==> config.mk <==
export PLATFORM = sky130hd
export DESIGN_NAME = matmul_ctrl
export DESIGN_NICKNAME = d
export VERILOG_FILES = /design/src/rtl/matmul_pkg.sv /design/src/rtl/matmul_ctrl_mac_unit.sv /design/src/rtl/matmul_ctrl.sv
export SDC_FILE = /design/constraint.sdc
export NUM_CORES = 1
export LEC_CHECK = 0
export CAP_MARGIN = 20
export CORE_MARGIN = 2
export CORE_UTILIZATION = 46
export DETAILED_ROUTE_END_ITERATION = 8
export PLACE_DENSITY = 0.77
export SYNTH_ARGS = -nofsm -noshare
export SYNTH_HDL_FRONTEND = slang
export SYNTH_HIERARCHICAL = 1
export SYNTH_SLANG_ARGS = --single-unit
==> constraint.sdc <==
create_clock -name clk_p -period 2.4 [get_ports clk_p]
set_clock_uncertainty 0.05 [all_clocks]
set_input_delay 0.72 -clock clk_p [delete_from_list [all_inputs] [get_ports clk_p]]
set_output_delay 0.72 -clock clk_p [all_outputs]
set_load 0.02 [all_outputs]
==> src/rtl/matmul_pkg.sv <==
// matmul_pkg: shared types and sizing helpers for the matrix-multiply controller.
// Holds the controller state enum, accumulator width and address width functions.
package matmul_pkg;

    typedef enum logic [2:0] {
        IDLE  = 3'd0,
        RUN   = 3'd1,
        DRAIN = 3'd2,
        WRITE = 3'd3,
        DONE  = 3'd4
    } state_e;

    // Full product width plus one growth bit per doubling of terms summed.
    function automatic int acc_width(input int dw, input int k);
        return 2 * dw + $clog2(k);
    endfunction

    // Address width for a depth of n; a depth of one still gets one bit.
    function automatic int addr_width(input int n);
        return (n > 1) ? $clog2(n) : 1;
    endfunction

endpackage

==> src/rtl/matmul_ctrl_mac_unit.sv <==
// mac_unit: signed multiply, load/accumulate and output narrowing stage.
// Ports: clk_p/rst_p, issue/first (read issued this cycle, k==0), a_in/b_in
// (operands, valid one cycle after issue), res_data (narrowed accumulator).
// Macro MATMUL_CTRL_SAT_EN selects saturation instead of truncation.
module mac_unit
    import matmul_pkg::*;
#(
    parameter int DATA_WIDTH = 8,
    parameter int K          = 4
) (
    input  logic                         clk_p,
    input  logic                         rst_p,
    input  logic                         issue,
    input  logic                         first,
    input  logic signed [DATA_WIDTH-1:0] a_in,
    input  logic signed [DATA_WIDTH-1:0] b_in,
    output logic signed [DATA_WIDTH-1:0] res_data
);

    localparam int PW = 2 * DATA_WIDTH;
    localparam int AW = acc_width(DATA_WIDTH, K);

    logic                 vld_q, vld_d;
    logic                 load_q, load_d;
    logic signed [AW-1:0] acc_q, acc_d;
    logic signed [PW-1:0] prod;
    logic signed [AW-1:0] prod_ext;

    // Issue flags are delayed one cycle to line up with the read data.
    always_comb begin
        prod     = a_in * b_in;
        prod_ext = AW'(prod);
        vld_d    = issue;
        load_d   = first;
        acc_d    = acc_q;
        if (vld_q) begin
            acc_d = load_q ? prod_ext : acc_q + prod_ext;
        end
    end

    always_ff @(posedge clk_p or posedge rst_p) begin
        if (rst_p) begin
            vld_q  <= 1'b0;
            load_q <= 1'b0;
            acc_q  <= '0;
        end else begin
            vld_q  <= vld_d;
            load_q <= load_d;
            acc_q  <= acc_d;
        end
    end

`ifdef MATMUL_CTRL_SAT_EN
    localparam logic signed [AW-1:0] SAT_MAX =
        AW'((64'sd1 <<< (DATA_WIDTH - 1)) - 64'sd1);
    localparam logic signed [AW-1:0] SAT_MIN =
        AW'(-(64'sd1 <<< (DATA_WIDTH - 1)));

    always_comb begin
        res_data = acc_q[DATA_WIDTH-1:0];
        if (acc_q > SAT_MAX) begin
            res_data = SAT_MAX[DATA_WIDTH-1:0];
        end else if (acc_q < SAT_MIN) begin
            res_data = SAT_MIN[DATA_WIDTH-1:0];
        end
    end
`else
    logic unused_hi;

    assign unused_hi = ^acc_q[AW-1:DATA_WIDTH];

    always_comb begin
        res_data = acc_q[DATA_WIDTH-1:0];
    end
`endif

endmodule

==> src/rtl/matmul_ctrl.sv <==
// matmul_ctrl: sequences an MxK by KxN signed matrix multiply over
// synchronous-read operand memories and a valid/ready result write port.
// Ports: clk_p/rst_p (async active-high), start/busy/done job control,
// m1_*/m2_* operand reads (1-cycle latency), res_* result handshake.
// Macro MATMUL_CTRL_SAT_EN saturates results instead of truncating them.
module matmul_ctrl
    import matmul_pkg::*;
#(
    parameter int DATA_WIDTH = 8,
    parameter int M          = 4,
    parameter int K          = 4,
    parameter int N          = 4
) (
    input  logic                              clk_p,
    input  logic                              rst_p,
    input  logic                              start,
    output logic                              busy,
    output logic                              done,
    output logic                              m1_rd_en,
    output logic [addr_width(M*K)-1:0]        m1_addr,
    input  logic signed [DATA_WIDTH-1:0]      m1_rdata,
    output logic                              m2_rd_en,
    output logic [addr_width(K*N)-1:0]        m2_addr,
    input  logic signed [DATA_WIDTH-1:0]      m2_rdata,
    output logic                              res_valid,
    input  logic                              res_ready,
    output logic [addr_width(M*N)-1:0]        res_addr,
    output logic signed [DATA_WIDTH-1:0]      res_data
);

    localparam int A1W = addr_width(M * K);
    localparam int A2W = addr_width(K * N);
    localparam int ARW = addr_width(M * N);
    localparam int IW  = addr_width(M);
    localparam int JW  = addr_width(N);
    localparam int KW  = addr_width(K);

    localparam logic [IW-1:0] I_LAST = IW'(M - 1);
    localparam logic [JW-1:0] J_LAST = JW'(N - 1);
    localparam logic [KW-1:0] K_LAST = KW'(K - 1);

    state_e         state_q, state_d;
    logic [IW-1:0]  i_q, i_d;
    logic [JW-1:0]  j_q, j_d;
    logic [KW-1:0]  k_q, k_d;
    logic           busy_q, busy_d;
    logic           done_q, done_d;
    logic           rd_en_q, rd_en_d;
    logic           res_valid_q, res_valid_d;
    logic [A1W-1:0] m1_addr_q, m1_addr_d;
    logic [A2W-1:0] m2_addr_q, m2_addr_d;
    logic [ARW-1:0] res_addr_q, res_addr_d;

    always_comb begin
        state_d = state_q;
        i_d     = i_q;
        j_d     = j_q;
        k_d     = k_q;
        unique case (state_q)
            IDLE: begin
                if (start) begin
                    state_d = RUN;
                    i_d     = '0;
                    j_d     = '0;
                    k_d     = '0;
                end
            end
            RUN: begin
                if (k_q == K_LAST) begin
                    state_d = DRAIN;
                    k_d     = '0;
                end else begin
                    k_d = k_q + KW'(1);
                end
            end
            DRAIN: begin
                state_d = WRITE;
            end
            WRITE: begin
                if (res_ready) begin
                    k_d = '0;
                    if (j_q == J_LAST) begin
                        j_d = '0;
                        if (i_q == I_LAST) begin
                            state_d = DONE;
                            i_d     = '0;
                        end else begin
                            state_d = RUN;
                            i_d     = i_q + IW'(1);
                        end
                    end else begin
                        state_d = RUN;
                        j_d     = j_q + JW'(1);
                    end
                end
            end
            DONE: begin
                state_d = IDLE;
            end
            default: begin
                state_d = IDLE;
            end
        endcase

        // Outputs are registered from the next state so they line up
        // with the state they describe.
        busy_d      = (state_d != IDLE);
        done_d      = (state_d == DONE);
        rd_en_d     = (state_d == RUN);
        res_valid_d = (state_d == WRITE);
        m1_addr_d   = A1W'(int'(i_d) * K + int'(k_d));
        m2_addr_d   = A2W'(int'(k_d) * N + int'(j_d));
        res_addr_d  = ARW'(int'(i_d) * N + int'(j_d));
    end

    always_ff @(posedge clk_p or posedge rst_p) begin
        if (rst_p) begin
            state_q     <= IDLE;
            i_q         <= '0;
            j_q         <= '0;
            k_q         <= '0;
            busy_q      <= 1'b0;
            done_q      <= 1'b0;
            rd_en_q     <= 1'b0;
            res_valid_q <= 1'b0;
            m1_addr_q   <= '0;
            m2_addr_q   <= '0;
            res_addr_q  <= '0;
        end else begin
            state_q     <= state_d;
            i_q         <= i_d;
            j_q         <= j_d;
            k_q         <= k_d;
            busy_q      <= busy_d;
            done_q      <= done_d;
            rd_en_q     <= rd_en_d;
            res_valid_q <= res_valid_d;
            m1_addr_q   <= m1_addr_d;
            m2_addr_q   <= m2_addr_d;
            res_addr_q  <= res_addr_d;
        end
    end

    assign busy      = busy_q;
    assign done      = done_q;
    assign m1_rd_en  = rd_en_q;
    assign m2_rd_en  = rd_en_q;
    assign m1_addr   = m1_addr_q;
    assign m2_addr   = m2_addr_q;
    assign res_valid = res_valid_q;
    assign res_addr  = res_addr_q;

    mac_unit #(
        .DATA_WIDTH (DATA_WIDTH),
        .K          (K)
    ) u_mac (
        .clk_p    (clk_p),
        .rst_p    (rst_p),
        .issue    (rd_en_q),
        .first    (rd_en_q && (k_q == '0)),
        .a_in     (m1_rdata),
        .b_in     (m2_rdata),
        .res_data (res_data)
    );

endmodule

# Yosys cells after proc, flatten, opt, wreduce, memory -nomap -nowiden
# Cells that the tools add are included.
# W data, S select, Z words.
dict set report totals {
  ff_bits 45
  input_bits 20
  out_inout_bits 25
  wordCells 55
}
dict set report op_classes {
  add_sub_neg 7
  mul 1
  n_eq_ne 9
  mux 20
  reduce_logical 4
}
# op count
set ops {}
lappend ops {{$mux W2} 10}
lappend ops {{$add A18 B16 Y18} 1}
lappend ops {{$mux W18} 1}
lappend ops {{$mul A8 B8 Y16} 1}
lappend ops {{$mux W3} 5}
lappend ops {{$add A4 B2 Y4} 3}
lappend ops {{$pmux W3 S4} 1}
lappend ops {{$eq A3 B2 Y1 const B} 3}
lappend ops {{$pmux W2 S2} 2}
lappend ops {{$add A2 B1 Y2 const B} 3}
lappend ops {{$eq A2 B2 Y1 const B} 3}
lappend ops {{$eq A3 B1 Y1 const B} 2}
lappend ops {{$pmux W2 S3} 1}
lappend ops {{$eq A3 B3 Y1 const B} 1}
lappend ops {{$logic_not A3 Y1} 1}
lappend ops {{$reduce_bool A3 Y1} 1}
lappend ops {{$logic_not A2 Y1} 1}
lappend ops {{$logic_and A1 B1 Y1} 1}

# Logic depth before layout (Yosys ltp)
dict set report logic_depth {
  word_depth 6
  mapped_depth 18
}

# By module
# Netlist, hierarchy kept.
# module n_inst cells_per_inst area_each_um2
set by_module_without_submodules {}
lappend by_module_without_submodules {mac_unit 1 185 1640.3}
lappend by_module_without_submodules {matmul_ctrl 1 71 704.4}

# Least setup slack after synthesis
# No wires, ideal clock.
dict set report synth_timing {
  kind {input to register}
  start {in m1_rdata[0]}
  end {reg u_mac.acc_q[7]}
  arrival_ns 4.670
  required_ns 2.213
  path_slack_ns -2.457
  path_stages 16
  n_path_buf 0
  path_cell_list {nand2_1 -> fa_1 -> fa_1 -> inv_1 -> ha_1 -> inv_1 -> fa_1 -> inv_1 -> ha_1 -> a21o_1 -> a21oi_1 -> xnor3_1 -> xnor3_2 -> or4b_1 -> nand3_1 -> a2bb2oi_1}
}
dict set report synth_via {
  elab_chain_len 3
}
# element line_no
set synth_rtl {}
lappend synth_rtl {{start, declared} matmul_ctrl.sv:21} ;# input logic signed [DATA_WIDTH-1:0] m1_rdata,
lappend synth_rtl {{$mul A8 B8 Y16 *} matmul_ctrl_mac_unit.sv:31} ;# prod = a_in * b_in;
lappend synth_rtl {{$add A18 B16 Y18} matmul_ctrl_mac_unit.sv:37} ;# acc_d = load_q ? prod_ext : acc_q + prod_ext;
lappend synth_rtl {{$mux W18 *} matmul_ctrl_mac_unit.sv:37}
lappend synth_rtl {{end signal, assigned} matmul_ctrl_mac_unit.sv:45} ;# acc_q <= '0;
lappend synth_rtl {{end signal, assigned} matmul_ctrl_mac_unit.sv:49} ;# acc_q <= acc_d;
lappend synth_rtl {{end, declared} matmul_ctrl_mac_unit.sv:25} ;# logic signed [AW-1:0] acc_q, acc_d;
# Every way passes the cells marked *; elsewhere a longest branch is shown, timed or not.
# A chain may end at the register's enable or synchronous reset.

# Final worst setup path
dict set report layout_timing {
  start {in m2_rdata[1]}
  end {reg u_mac.acc_q[7]}
}
dict set report layout_via {
  elab_chain_len 3
}
# element line_no
set layout_rtl {}
lappend layout_rtl {{start, declared} matmul_ctrl.sv:24} ;# input logic signed [DATA_WIDTH-1:0] m2_rdata,
lappend layout_rtl {{$mul A8 B8 Y16 *} matmul_ctrl_mac_unit.sv:31}
lappend layout_rtl {{$add A18 B16 Y18} matmul_ctrl_mac_unit.sv:37}
lappend layout_rtl {{$mux W18 *} matmul_ctrl_mac_unit.sv:37}
# Marked as above.

==> out/qor.csv <==
metric,value,unit
final_area,3455,sq um
max_slew_margin,66.00,%
viasPerCell,5.008,
wire_per_inst,13.71,microns
min_period,4.508,ns
crit_path_top_delay_cell,fa_1,
synth_edf_count,0,
cap_violations,0,
synth_top_family_by_area,adder cells,
clk_latency,0.27,ns
syn-num-nets,319,
gp_congestion,0.8296,
placement.io_buffers,44,
layout_commonest_cell,clkdlybuf4s50_1,
die-area,5684,sq um
synth_xor_area_share,9.018,%
globalRoute.totalOverflow,0,
ys_seq_area_share,24.55,%
regToRegEndpoint,u_mac/acc_q[7],
drc,0,
finalNonFillerCells,388,
area.growth.synth_to_final,47.33,%
r2r_cells,7,
synth_top_cell_by_area,dfrtp_1,
rows,25,
muxShareOfSynthArea,2.188,%
setup_viol,6,
power_leakage,1.592,nW
cts_tree,built,
syn_area_per_cell,9.159,sq um
h-tree-depth,1,
n_antenna_cell,0,
crit_end,u_mac/acc_q[7],
cts_root_buf,clkbuf_8,
report.final.slew_viol_count,0,
hp-class,flip-flop to flip-flop,
ir_drop,719.4,uV
syn-instance-count,256,
synth.distinct_cells,43,
reg2reg_from,u_mac/acc_q[1],
ant_nets,0,
drive_above_1_share,34.58,%
rsz0062_at_grt,true,
die_h,75.40,microns
coreArea,4817,sq um
placed_cells,379,
initial_core_util,48.68,%
synthSimpleGateAreaFrac,18.57,%
setup.worst_path.start,m2_rdata[1],
worst_slew_pin_slew,0.5101,ns
critPathArrivalTime,4.61,ns
critPathRequiredTime,2.50,ns
finalSetupTns,-7.482,ns
grt_pass1_wl,8.804,mm
synth_fa_ha_area_share,27.11,%
hold_viol,0,
die_w,75.40,microns
max_stage_delay,0.49,ns
syn_area,2345,sq um
cts_buffers,3,
dp_slack,-2.934,ns
synthFlopType,dfrtp_1,
layout_common_cells,"clkdlybuf4s50_1 (30), inv_1 (25), dfrtp_1 (23), buf_4 (20)",
ys_ff_latch,23,
drt_iter0_drc,104,
ios,45,
dp_hpwl,3.948,mm
clk_pin_slew,0.09,ns
rrSetupSlack,0.08,ns
place_area,3162,sq um
synthTopCellsByArea,"dfrtp_1 (25%), ha_1 (16%), fa_1 (11%), and2_1 (6.1%), xnor2_1 (6.0%)",
seq_area,575.6,sq um
grt_pass1_vias,1937,
clockBufferDepth,2,
finalCritPeriodShare,187.8,%
yosys_warnings,6,
violations,setup timing,
outcome,finished with violations,
path_cells,buf_8 > and2_4 > ha_4 > inv_2 > fa_1 > inv_1 > ha_1 > inv_2 > fa_1 > inv_2 > ha_4 > fa_2 > xor2_2 > ha_1 > a21o_1 > a31o_2 > or4b_4 > nand3_2 > a2bb2oi_2,
timing.final.ws_setup,-2.108,ns
via_count,1943,
fill_cells,344,
fin_hold_ws,0.3842,ns
crit_fanout,6,
wl,5.320,mm
clock_sinks,23,
cp_common_cell,inv_2,
synth_top_cell_area_share,24.55,%
synthArstFlopShare,100.0,%
multi_input_area,1901,sq um
worstSetupStartpointType,primary input,
fmax,221.8,MHz
power.density,1186,nW/um^2
path_class,primary input to flip-flop,
antenna_found_initial,0,
grt_max_degree,16,
nNetsFinal,385,
grt_usage,20.20,%
synth_compound_area_share,9.498,%
worstSetupEndpointType,flip-flop,
firstDrtPassIters,4,
[metrics by stage]
stage	utilization (%)	power, mW
2_1_floorplan	-	2.379
3_3_place_gp	65.64	3.140
3_5_place_dp	65.64	3.209
4_1_cts	70.44	4.017
5_1_grt	71.71	4.417
6_report	71.71	4.097
[cell usage after synthesis (all sizes together) (2+ instances only)]
| master | instances |
|---|---|
| nor2b | 4 |
| dfrtp | 23 |
| clkbuf | 2 |
| inv | 37 |
| a21oi | 17 |
| ha | 30 |
| or4b | 2 |
| and3 | 3 |
| o21ai | 6 |
| mux2i | 4 |
| xnor3 | 2 |
| buf | 10 |
| o21bai | 2 |
| nor2 | 11 |
| a31o | 2 |
| and2 | 23 |
| nand2 | 21 |
| fa | 13 |
| nand3 | 5 |
| a21o | 4 |
| xnor2 | 17 |
| nand3b | 3 |
| a211oi | 2 |
[area by class of cell]
class	instances	share of cell area, %
clock buffers	3	1.195
well taps	67	2.427
clock inverters	1	0.2173
inverters	37	4.020
repair buffers	73	20.46
flip-flops and latches	23	16.66
multi-input cells	184	55.02
[critical path: cells and delay by family]
kind	cells	cell delay, ns
and+or+nand+nor	3	0.71
AOI/OAI and AO/OA	3	0.44
xor gates and xnor gates	1	0.16
adders and majority gates	7	2.33
buffers and inverters	5	0.27
[logic make-up after synthesis]
group                    after synthesis
adder cells (fa/ha/maj)               43
multiplexers                           5
buffers and inverters                 49
AND/OR/NAND/NOR                       79
XOR/XNOR                              20
AO/OA/AOI/OAI                         37
flip-flops                            23
[per-layer routing]
metal	global-route usage, %	vias up	routed length (microns)
met5	0	-	0
met4	5.068	0	100
met3	3.571	10	145
met2	33.82	31	2613
met1	27.20	941	2460
li1	-	961	-
[power by group]
part           leakage (nW)  total, mW  internal [mW]  switching [mW]
Sequential            0.280      0.771          0.539           0.232
Clock                0.0217      0.255          0.118           0.137
Combinational          1.29       3.07           1.74            1.33
Total                  1.59       4.10           2.40            1.70
[how the worst min path moves through the flow]
| stage | slack (ns) | end | depth (start not counted) | startpoint |
|---|---|---|---|---|
| final | 0.38 | u_mac/vld_q | 0 | m1_rd_en |
| after global routing | 0.41 | u_mac/vld_q | 0 | m1_rd_en |
| after CTS | 0.39 | u_mac/vld_q | 0 | m1_rd_en |
| after detailed placement | 0.37 | u_mac/vld_q | 0 | m1_rd_en |
| after global placement | 0.36 | u_mac/vld_q | 0 | m1_rd_en |
| after floorplan | 0.48 | u_mac/vld_q | 0 | m1_rd_en |
[what timing repair did]
| item | 4_1_cts | 5_1_grt |
|---|---|---|
| resized for setup | 86 | 33 |
| hold buffers | 0 | 0 |
| setup buffers | 11 | 0 |
| endpoints found under the hold margin | 0 | 0 |
| setup endpoints to repair | 7 | 6 |
| pin swaps | 30 | 21 |
(Power assumes the default switching activity.)
